==> config.mk <==
export PLATFORM = sky130hd
export DESIGN_NAME = ir_direction_decoder
export DESIGN_NICKNAME = d
export VERILOG_FILES = /design/src/rtl/smart_home_pkg.sv /design/src/rtl/ir_debounce.sv /design/src/rtl/ir_direction_decoder.sv
export SDC_FILE = /design/constraint.sdc
export NUM_CORES = 1
export LEC_CHECK = 0
export ABC_CLOCK_PERIOD_IN_PS = 1500
export BUFFER_PORTS_ARGS = -buffer_cell sky130_fd_sc_hd__buf_2
export CAP_MARGIN = 30
export CORE_MARGIN = 4
export CORE_UTILIZATION = 52
export DETAILED_ROUTE_END_ITERATION = 8
export PLACE_DENSITY_LB_ADDON = 0.12
export RECOVER_POWER = 25
export SYNTH_ARGS = -nofsm -noshare
export SYNTH_HDL_FRONTEND = slang
export SYNTH_SLANG_ARGS = --single-unit
==> constraint.sdc <==
create_clock -name clk -period 1.5 [get_ports clk]
set_input_delay 0.45 -clock clk [delete_from_list [all_inputs] [get_ports clk]]
set_output_delay 0.45 -clock clk [all_outputs]
set_load 0.02 [all_outputs]
==> src/rtl/smart_home_pkg.sv <==
// Shared definitions for the smart-home doorway front end: direction FSM
// states, default timing constants and sensor index names.
package smart_home_pkg;

  localparam int DEFAULT_DEBOUNCE_CYCLES = 3;
  localparam int DEFAULT_TIMEOUT_CYCLES  = 64;

  // Bit positions of each sensor inside the debounced {s2,s1} bus
  localparam int SENSOR_OUTER = 0;
  localparam int SENSOR_INNER = 1;

  typedef enum logic [2:0] {
    IDLE     = 3'd0,
    A1       = 3'd1,
    A12      = 3'd2,
    B2       = 3'd3,
    B21      = 3'd4,
    WAIT_CLR = 3'd5
  } dir_state_e;

endpackage

==> src/rtl/ir_debounce.sv <==
// Two-flop synchroniser followed by a debounce counter for one raw IR sensor.
// The debounced level only follows the input after it has disagreed with it
// for DEBOUNCE_CYCLES consecutive synchronised cycles.
module ir_debounce
  import smart_home_pkg::*;
#(
  parameter int DEBOUNCE_CYCLES = DEFAULT_DEBOUNCE_CYCLES
) (
  input  logic clk,
  input  logic reset,
  input  logic raw_in,
  output logic db_out
);

  localparam int CW = $clog2(DEBOUNCE_CYCLES + 1);

  logic          meta;
  logic          sync;
  logic [CW-1:0] count;

  // Bring the asynchronous sensor into the clock domain
  always_ff @(posedge clk or negedge reset) begin
    if (!reset) begin
      meta <= 1'b0;
      sync <= 1'b0;
    end else begin
      meta <= raw_in;
      sync <= meta;
    end
  end

  // Count consecutive disagreements; flip the level once the run is long enough
  always_ff @(posedge clk or negedge reset) begin
    if (!reset) begin
      count  <= '0;
      db_out <= 1'b0;
    end else if (sync == db_out) begin
      count <= '0;
    end else if (count == CW'(DEBOUNCE_CYCLES - 1)) begin
      count  <= '0;
      db_out <= sync;
    end else begin
      count <= count + 1'b1;
    end
  end

endmodule

==> src/rtl/ir_direction_decoder.sv <==
// Doorway direction decoder: debounces the outer and inner IR sensors, tracks
// the order in which they are broken and emits one-cycle entry, exit or abort
// pulses. A per-state timer forces stuck crossings into WAIT_CLR.
module ir_direction_decoder
  import smart_home_pkg::*;
#(
  parameter int DEBOUNCE_CYCLES = DEFAULT_DEBOUNCE_CYCLES,
  parameter int TIMEOUT_CYCLES  = DEFAULT_TIMEOUT_CYCLES
) (
  input  logic       clk,
  input  logic       reset,
  input  logic       ir_sensor1,
  input  logic       ir_sensor2,
  output logic       entry_pulse,
  output logic       exit_pulse,
  output logic       abort_pulse,
  output logic       busy,
  output logic [1:0] sens_db
);

  localparam int TW = $clog2(TIMEOUT_CYCLES + 1);

  logic          d1;
  logic          d2;
  dir_state_e    state;
  dir_state_e    state_next;
  logic [TW-1:0] timer;
  logic [TW-1:0] timer_next;
  logic          entry_next;
  logic          exit_next;
  logic          abort_next;
  logic          counting;

  ir_debounce #(.DEBOUNCE_CYCLES(DEBOUNCE_CYCLES)) u_db_outer (
    .clk    (clk),
    .reset  (reset),
    .raw_in (ir_sensor1),
    .db_out (d1)
  );

  ir_debounce #(.DEBOUNCE_CYCLES(DEBOUNCE_CYCLES)) u_db_inner (
    .clk    (clk),
    .reset  (reset),
    .raw_in (ir_sensor2),
    .db_out (d2)
  );

  assign sens_db[SENSOR_OUTER] = d1;
  assign sens_db[SENSOR_INNER] = d2;
  assign busy     = (state != IDLE);
  assign counting = (state != IDLE) && (state != WAIT_CLR);

  // Crossing-order decisions, timeout override and timer update
  always_comb begin
    state_next = state;
    entry_next = 1'b0;
    exit_next  = 1'b0;
    abort_next = 1'b0;
    timer_next = timer;
    case (state)
      IDLE: begin
        if (d1 && !d2) begin
          state_next = A1;
        end else if (!d1 && d2) begin
          state_next = B2;
        end else if (d1 && d2) begin
          state_next = WAIT_CLR;
          abort_next = 1'b1;
        end
      end
      A1: begin
        if (d2) begin
          state_next = A12;
        end else if (!d1) begin
          state_next = IDLE;
          abort_next = 1'b1;
        end
      end
      A12: begin
        if (!d1 && !d2) begin
          state_next = IDLE;
          entry_next = 1'b1;
        end else if (d1 && !d2) begin
          state_next = A1;
        end
      end
      B2: begin
        if (d1) begin
          state_next = B21;
        end else if (!d2) begin
          state_next = IDLE;
          abort_next = 1'b1;
        end
      end
      B21: begin
        if (!d1 && !d2) begin
          state_next = IDLE;
          exit_next  = 1'b1;
        end else if (!d1 && d2) begin
          state_next = B2;
        end
      end
      WAIT_CLR: begin
        if (!d1 && !d2) begin
          state_next = IDLE;
        end
      end
      default: begin
        state_next = IDLE;
      end
    endcase
    // A real transition at the deadline wins; only a stalled crossing faults
    if (counting && (state_next == state) && (timer == TW'(TIMEOUT_CYCLES - 1))) begin
      state_next = WAIT_CLR;
      abort_next = 1'b1;
    end
    if (state_next != state) begin
      timer_next = '0;
    end else if (counting && (timer != TW'(TIMEOUT_CYCLES))) begin
      timer_next = timer + 1'b1;
    end
  end

  // State, timer and registered pulse outputs
  always_ff @(posedge clk or negedge reset) begin
    if (!reset) begin
      state       <= IDLE;
      timer       <= '0;
      entry_pulse <= 1'b0;
      exit_pulse  <= 1'b0;
      abort_pulse <= 1'b0;
    end else begin
      state       <= state_next;
      timer       <= timer_next;
      entry_pulse <= entry_next;
      exit_pulse  <= exit_next;
      abort_pulse <= abort_next;
    end
  end

endmodule

### After elaboration in Yosys (flattened, before gate mapping)

Cells that the tools add are included.

| storage, ports and cells | value |
|---|---|
| register bits | 23 |
| latch bits | 0 |
| RAM bits | 0 |
| bits in read-only memories | 0 |
| input port bits | 4 |
| output and inout bits | 6 |
| memories kept | 0 |

| cells by class | value |
|---|---|
| add/subtract/negate cells | 3 |
| multiply operators | 0 |
| div/mod/pow operators | 0 |
| magnitude comparators | 0 |
| equality and inequality tests | 14 |
| shifts and indexed selects | 0 |
| mux-type cells | 32 |
| bitwise operators | 2 |
| reduce and logical (&&, ||, !) cells | 15 |

Operators with widths:

| kind | count |
|---|---|
| $mux W3 | 13 |
| $pmux W3 S6 | 1 |
| $mux W7 | 2 |
| $mux W1 | 11 |
| $logic_and A1 B1 Y1 | 8 |
| $mux W2 | 4 |
| $add A7 B1 Y7 const B | 1 |
| $eq A7 B6 Y1 const B | 1 |
| $ne A7 B7 Y1 const B | 1 |
| $eq A3 B2 Y1 const B | 2 |
| $eq A3 B3 Y1 const B | 2 |
| $add A2 B1 Y2 const B | 2 |
| $eq A2 B2 Y1 const B | 2 |
| $reduce_and A2 Y1 | 2 |
| $eq A3 B1 Y1 const B | 1 |
| $eq A3 B3 Y1 | 1 |
| $logic_not A3 Y1 | 1 |
| $ne A3 B3 Y1 | 1 |
| $ne A3 B3 Y1 const B | 1 |
| $pmux W1 S3 | 1 |
| $reduce_bool A3 Y1 | 1 |
| $eq A1 B1 Y1 | 2 |
| $logic_not A1 Y1 | 2 |
| $not A1 Y1 | 2 |
| $reduce_bool A2 Y1 | 1 |

### Logic depth before layout (Yosys ltp)

| logic depth | value |
|---|---|
| depth after elaboration | 11 |
| mapped depth | 6 |
| gate-level depth less buffers | 6 |

### By module

A second synthesis with hierarchy kept.

| unflattened totals | value |
|---|---|
| cell total of the unflattened synthesis | 119 |
| area, all modules | 1228.7 µm² |

By module, submodules not included:

| module | instances | cells an instance | area an instance (µm²) | sequential area each (µm²) |
|---|---|---|---|---|
| ir_direction_decoder | 1 | 99 | 878.3 | 325.3 |
| ir_debounce | 2 | 10 | 175.2 | 125.1 |

### Least setup slack after synthesis

No wires, ideal clock.

| timing | value |
|---|---|
| path kind | register -> register |
| from | reg timer[0] |
| to | reg timer[1] |
| arrival | 1.393 ns |
| required time | 1.367 ns |
| path slack | -0.026 ns |
| cell stages (with the launch flop) | 7 |
| buffers on the path | 0 |
| clock period less this slack | 1.526 ns |
| cells stage by stage | dfrtp_1 inv_1 ha_1 nor4bb_1 o2bb2ai_1 mux2i_1 nor3_2 |

| on the way | value |
|---|---|
| longest elaborated chain between the ends | 5 |
| elaborated cells between the ends (all ways) | 10 |

RTL lines:

| what | line | text |
|---|---|---|
| start, declared | ir_direction_decoder.sv:27 | `logic [TW-1:0] timer;` |
| start signal, assigned | ir_direction_decoder.sv:134 | `timer <= timer_next;` |
| parallel branches: the longest is 5 deep, another holds $add A7 B1 Y7 | n/a |  |

Parallel ways; which one is timed is not known. The select of a mux whose other input is x is not followed.
A chain may end at the register's enable or synchronous reset.

### Final worst setup path

| timing | value |
|---|---|
| from | reg state[2] |
| to | reg timer[6] |

| on the way | value |
|---|---|
| longest elaborated chain between the ends | 10 |
| elaborated cells between the ends (all ways) | 30 |

RTL lines:

| what | line | text |
|---|---|---|
| start, declared | ir_direction_decoder.sv:25 | `dir_state_e state;` |
| start signal, assigned | ir_direction_decoder.sv:133 | `state <= state_next;` |
| $mux W3 | ir_direction_decoder.sv:66 | `end else if (d1 && d2) begin` |
| $mux W3 | ir_direction_decoder.sv:64 | `end else if (!d1 && d2) begin` |
| $mux W3 | ir_direction_decoder.sv:62 | `if (d1 && !d2) begin` |
| $pmux W3 S6 | ir_direction_decoder.sv:60 | `case (state)` |
| $eq A3 B3 Y1 | ir_direction_decoder.sv:113 | `if (counting && (state_next == state) && (timer == TW'(TIMEOUT_CYCLES - 1))) begin` |
| $logic_and A1 B1 Y1 (2 in a row) | ir_direction_decoder.sv:113 |  |
| $mux W3 | ir_direction_decoder.sv:113 |  |
| $ne A3 B3 Y1 | ir_direction_decoder.sv:117 | `if (state_next != state) begin` |
| $mux W7 / $reduce_bool A2 Y1 (equally long branches) | n/a |  |

Several ways; a longest one is shown, not always the timed one.

==> metrics.log <==
INFO  metric status = finished with violations
INFO  metric failed_checks = negative setup slack
INFO  metric ant_nets = 0
INFO  metric finalWorstPathRequiredPeriod = approximately 1.7 ns
INFO  metric reg2reg_depth = 6
INFO  metric cts-root-to-sink-buffers = 2
INFO  metric grt_antenna_before_repair = 0
INFO  metric finalNetCount = 161
INFO  metric tightestPinTransition = ~1.2 ns
INFO  metric async_reset_ff_share = 100%
INFO  metric timing.final.crit_share = 111%
INFO  metric postSynthAreaPerCell = approximately 11 µm²
INFO  metric max_clock_freq = 601 MHz
INFO  metric p_leak = ~0.00075 µW
INFO  metric clk-insertion-delay-late = between 0.3 and 0.4 ns
INFO  metric p_sw = between 1000 and 1500 µW
INFO  metric synth_cells = 121
INFO  metric grt_start_max_net_pins = 24
INFO  metric yosys_top_cell_area_share = ~45%
INFO  metric starting_density_of_the_core = 56.2%
INFO  metric vias = 1038
INFO  metric tritoncts = built
INFO  metric final_layout_size_suffix_gt1_share = between 40% and 50%
INFO  metric cp_cell_sequence = buf_6, or3_4, a221oi_4, a21oi_4, buf_4, nor2_1
INFO  metric cts.hold.buffers_added = 0
INFO  metric critical_path_arrival = between 1.5 and 2 ns
INFO  metric rrSetupSlack = -0.17 ns
INFO  metric share_seq_of_total_power = between 20% and 30%
INFO  metric slowest_delay = between 0.4 and 0.5 ns
INFO  metric critical_path_sink = timer[6]$_DFFE_PN0P_
INFO  metric number_of_clock_sinks_seen_by_cts = 23
INFO  metric buffer_ports.inserted = 9
INFO  metric irDropWorstVdd = around 1500 µV
INFO  metric setup.worst_path.start_class = flop
INFO  metric route.detailed.vias_per_inst = between 5 and 6
INFO  metric synth_seq_cells = 23
INFO  metric slew_violations = 0
INFO  metric syn_to_final_growth = 30.9%
INFO  metric gr-usage-met3 = around 3%
INFO  metric timing.critical_path.slowest_stage_cell = sky130_fd_sc_hd__dfrtp_1
INFO  metric power.density_cell_area = around 2100 nW/µm²
INFO  metric worstPathRequired = 1.77 ns
INFO  metric setup.worst_path.end_class = flop
INFO  metric synth_flop_type = sky130_fd_sc_hd__dfrtp_1
INFO  metric antenna-diode-count = 0
INFO  metric chipWidth = between 50 and 60 µm
INFO  metric power.total = around 3500 µW
INFO  metric cts_root_buf = sky130_fd_sc_hd__clkbuf_4
INFO  metric final_core_utilization = 73.6%
INFO  metric synth_top_cells_by_area = sky130_fd_sc_hd__dfrtp_1 45%, sky130_fd_sc_hd__nor3_2 3.9%, sky130_fd_sc_hd__mux2i_1 2.3%
INFO  metric coreArea = about 2300 µm²
INFO  metric synth_cell_types = 44
INFO  metric maxCapViolCount = 0
INFO  metric timing_worst_setup_path_type = flop to flop
INFO  metric drtIter0Drc = 28
INFO  metric synth_area_leader_cell = sky130_fd_sc_hd__dfrtp_1
INFO  metric cts-buffers-inserted = 3
INFO  metric synth.cells.most_frequent = 23 x sky130_fd_sc_hd__dfrtp_1, 8 x sky130_fd_sc_hd__nor2_1, 6 x sky130_fd_sc_hd__o21ai_0
INFO  metric grt-busiest-layer = met2
INFO  metric floorplan.die.height = 57.6 µm
INFO  metric met2_usage = between 20 and 30%
INFO  metric timing.final.setup_violations = 8
INFO  metric first_pass_iters = 4
INFO  metric grt_pass1_wl = 4600 µm
INFO  metric globalRouteOverflowTotal = 0
INFO  metric pwr-share-comb = 65.8%
INFO  metric path_max_fanout = 6
INFO  metric drt-total-wl = approximately 2800 µm
INFO  metric drt_drc_violations_left = 0
INFO  metric place_ws = -0.106 ns
INFO  metric cts.reportedPaths.clkPinSlew = between 0.1 and 0.15 ns
INFO  metric critical_path.startpoint = state[2]$_DFF_PN0_
INFO  metric die-area = 3320 µm²
INFO  metric synthesis.yosys.warnings = 0
INFO  metric mappedNetlistArea = between 1000 and 1500 µm²
INFO  metric boundaryPins = 10
INFO  metric finalClockSkew = approximately 0.016 ns
INFO  metric synth_edf_count = 0
INFO  metric accumulated_negative_setup_slack = -0.825 ns
INFO  metric first_global_vias = around 1.1k
INFO  metric timing.hold.worst.class = input port to flop
INFO  metric worst_slack = -0.165 ns
INFO  metric finalHoldViolCount = 0
INFO  metric num_rows = 17
INFO  metric wl_per_cell = ~15 µm
INFO  metric grt_use_met1 = between 20% and 30%
INFO  metric power.share.clock = between 8 and 9%
INFO  metric ff_to_ff_start = state[2]$_DFF_PN0_
INFO  metric htreeDepth = 1
INFO  metric globalplace.congestion = roughly 0.81
INFO  metric yosysMostFrequentCell = sky130_fd_sc_hd__dfrtp_1
INFO  metric dp_hpwl = approximately 1800 µm
INFO  metric p_sw_share = 42.4%
INFO  metric ys_seq_area_share = 45.0%
INFO  metric slew_headroom = roughly 20%
INFO  metric grtUsageTotal = between 10% and 20%
INFO  metric post_synth_net_total = 127
INFO  metric power.internal = 2010 µW
INFO  metric rsz0062_at_grt = true
INFO  metric r2r-end = timer[6]$_DFFE_PN0P_
INFO  metric hold_start = ir_sensor1
[logic make-up after synthesis]
logic type	synth area share (%)
adder cells (fa/ha/maj)	1.96
multiplexers	4.11
AND/OR/NAND/NOR	19.4
AO/OA/AOI/OAI	17.3
flip-flops	45.0
XOR/XNOR	5.38
buffers and inverters	6.85
[flip-flops by register name, summed over array words and instances (netlist names), 2 cells and up]
name              cells
u_db_inner.count      2
timer                 7
u_db_outer.count      2
state                 3
[cell usage in the layout (no fill, tap or decap), drive strengths merged, types with 3 or more instances in the layout]
| cell | n |
|---|---|
| nor2 | 8 |
| o21ai | 6 |
| inv | 4 |
| nor3 | 7 |
| a21oi | 6 |
| clkbuf | 4 |
| buf | 39 |
| xnor2 | 3 |
| xor2 | 4 |
| mux2i | 3 |
| o2111ai | 3 |
| nand2 | 5 |
| dfrtp | 23 |
| nor2b | 4 |
| and3 | 4 |
[worst min path at each step]
stage / endpoint / slack (ns) / depth (start not counted)
2_1_floorplan: abort_pulse$_DFF_PN0_ / 0.15 / 0
3_3_place_gp: u_db_inner.sync$_DFF_PN0_ / 0.34 / 0
3_5_place_dp: u_db_inner.sync$_DFF_PN0_ / 0.34 / 0
4_1_cts: timer[4]$_DFFE_PN0P_ / 0.08 / 1
5_1_grt: u_db_outer.meta$_DFF_PN0_ / 0.20 / 1
6_report: u_db_outer.meta$_DFF_PN0_ / 0.23 / 1
[power groups by stage]
stage	Clock [µW]	Sequential, µW	Combinational (µW)
after floorplan	0	914	1200
after global placement	0	945	1590
after detailed placement	0	957	1630
after CTS	308	877	2020
after global routing	343	908	2460
final	300	896	2300
[cell type report]
class                      count  area (µm²)
multi-input combinational     83         702
fill                         167         602
inverter                       4        17.5
tap                           28        35.0
sequential                    23         577
clock inverter                 1        5.00
clock buffer                   3        22.5
timing repair buffer          40         315
[worst max-delay path, delay by kind of cell, from the launching register on]
family          cells  cell delay (ns)
compound gates      2             0.39
buf+inv             2             0.29
flops               1             0.43
simple gates        2             0.49
[timing repair]
item,CTS,global route
pin swaps,4,9
endpoints found under the setup margin,10,12
setup buffers,8,4
resized for setup,17,13
cloned,0,0
[metal layers]
metal | up-vias | part of all wire [%] | routed length, µm
li1 | 494 | - | -
met1 | 514 | 44 | 1230
met2 | 22 | 50 | 1400
met3 | 8 | 3.3 | 91
met4 | 0 | 2.5 | 70
met5 | - | 0 | 0
[stage by stage]
step	area, µm²	hold WS (ns)	cells
after floorplan	1280	0.154	121
after global placement	1440	0.341	167
after detailed placement	1440	0.345	167
after CTS	1590	0.0809	178
after global routing	1670	0.199	182
final	1670	0.230	182
Note: power is estimated with default switching activity, not from simulation.
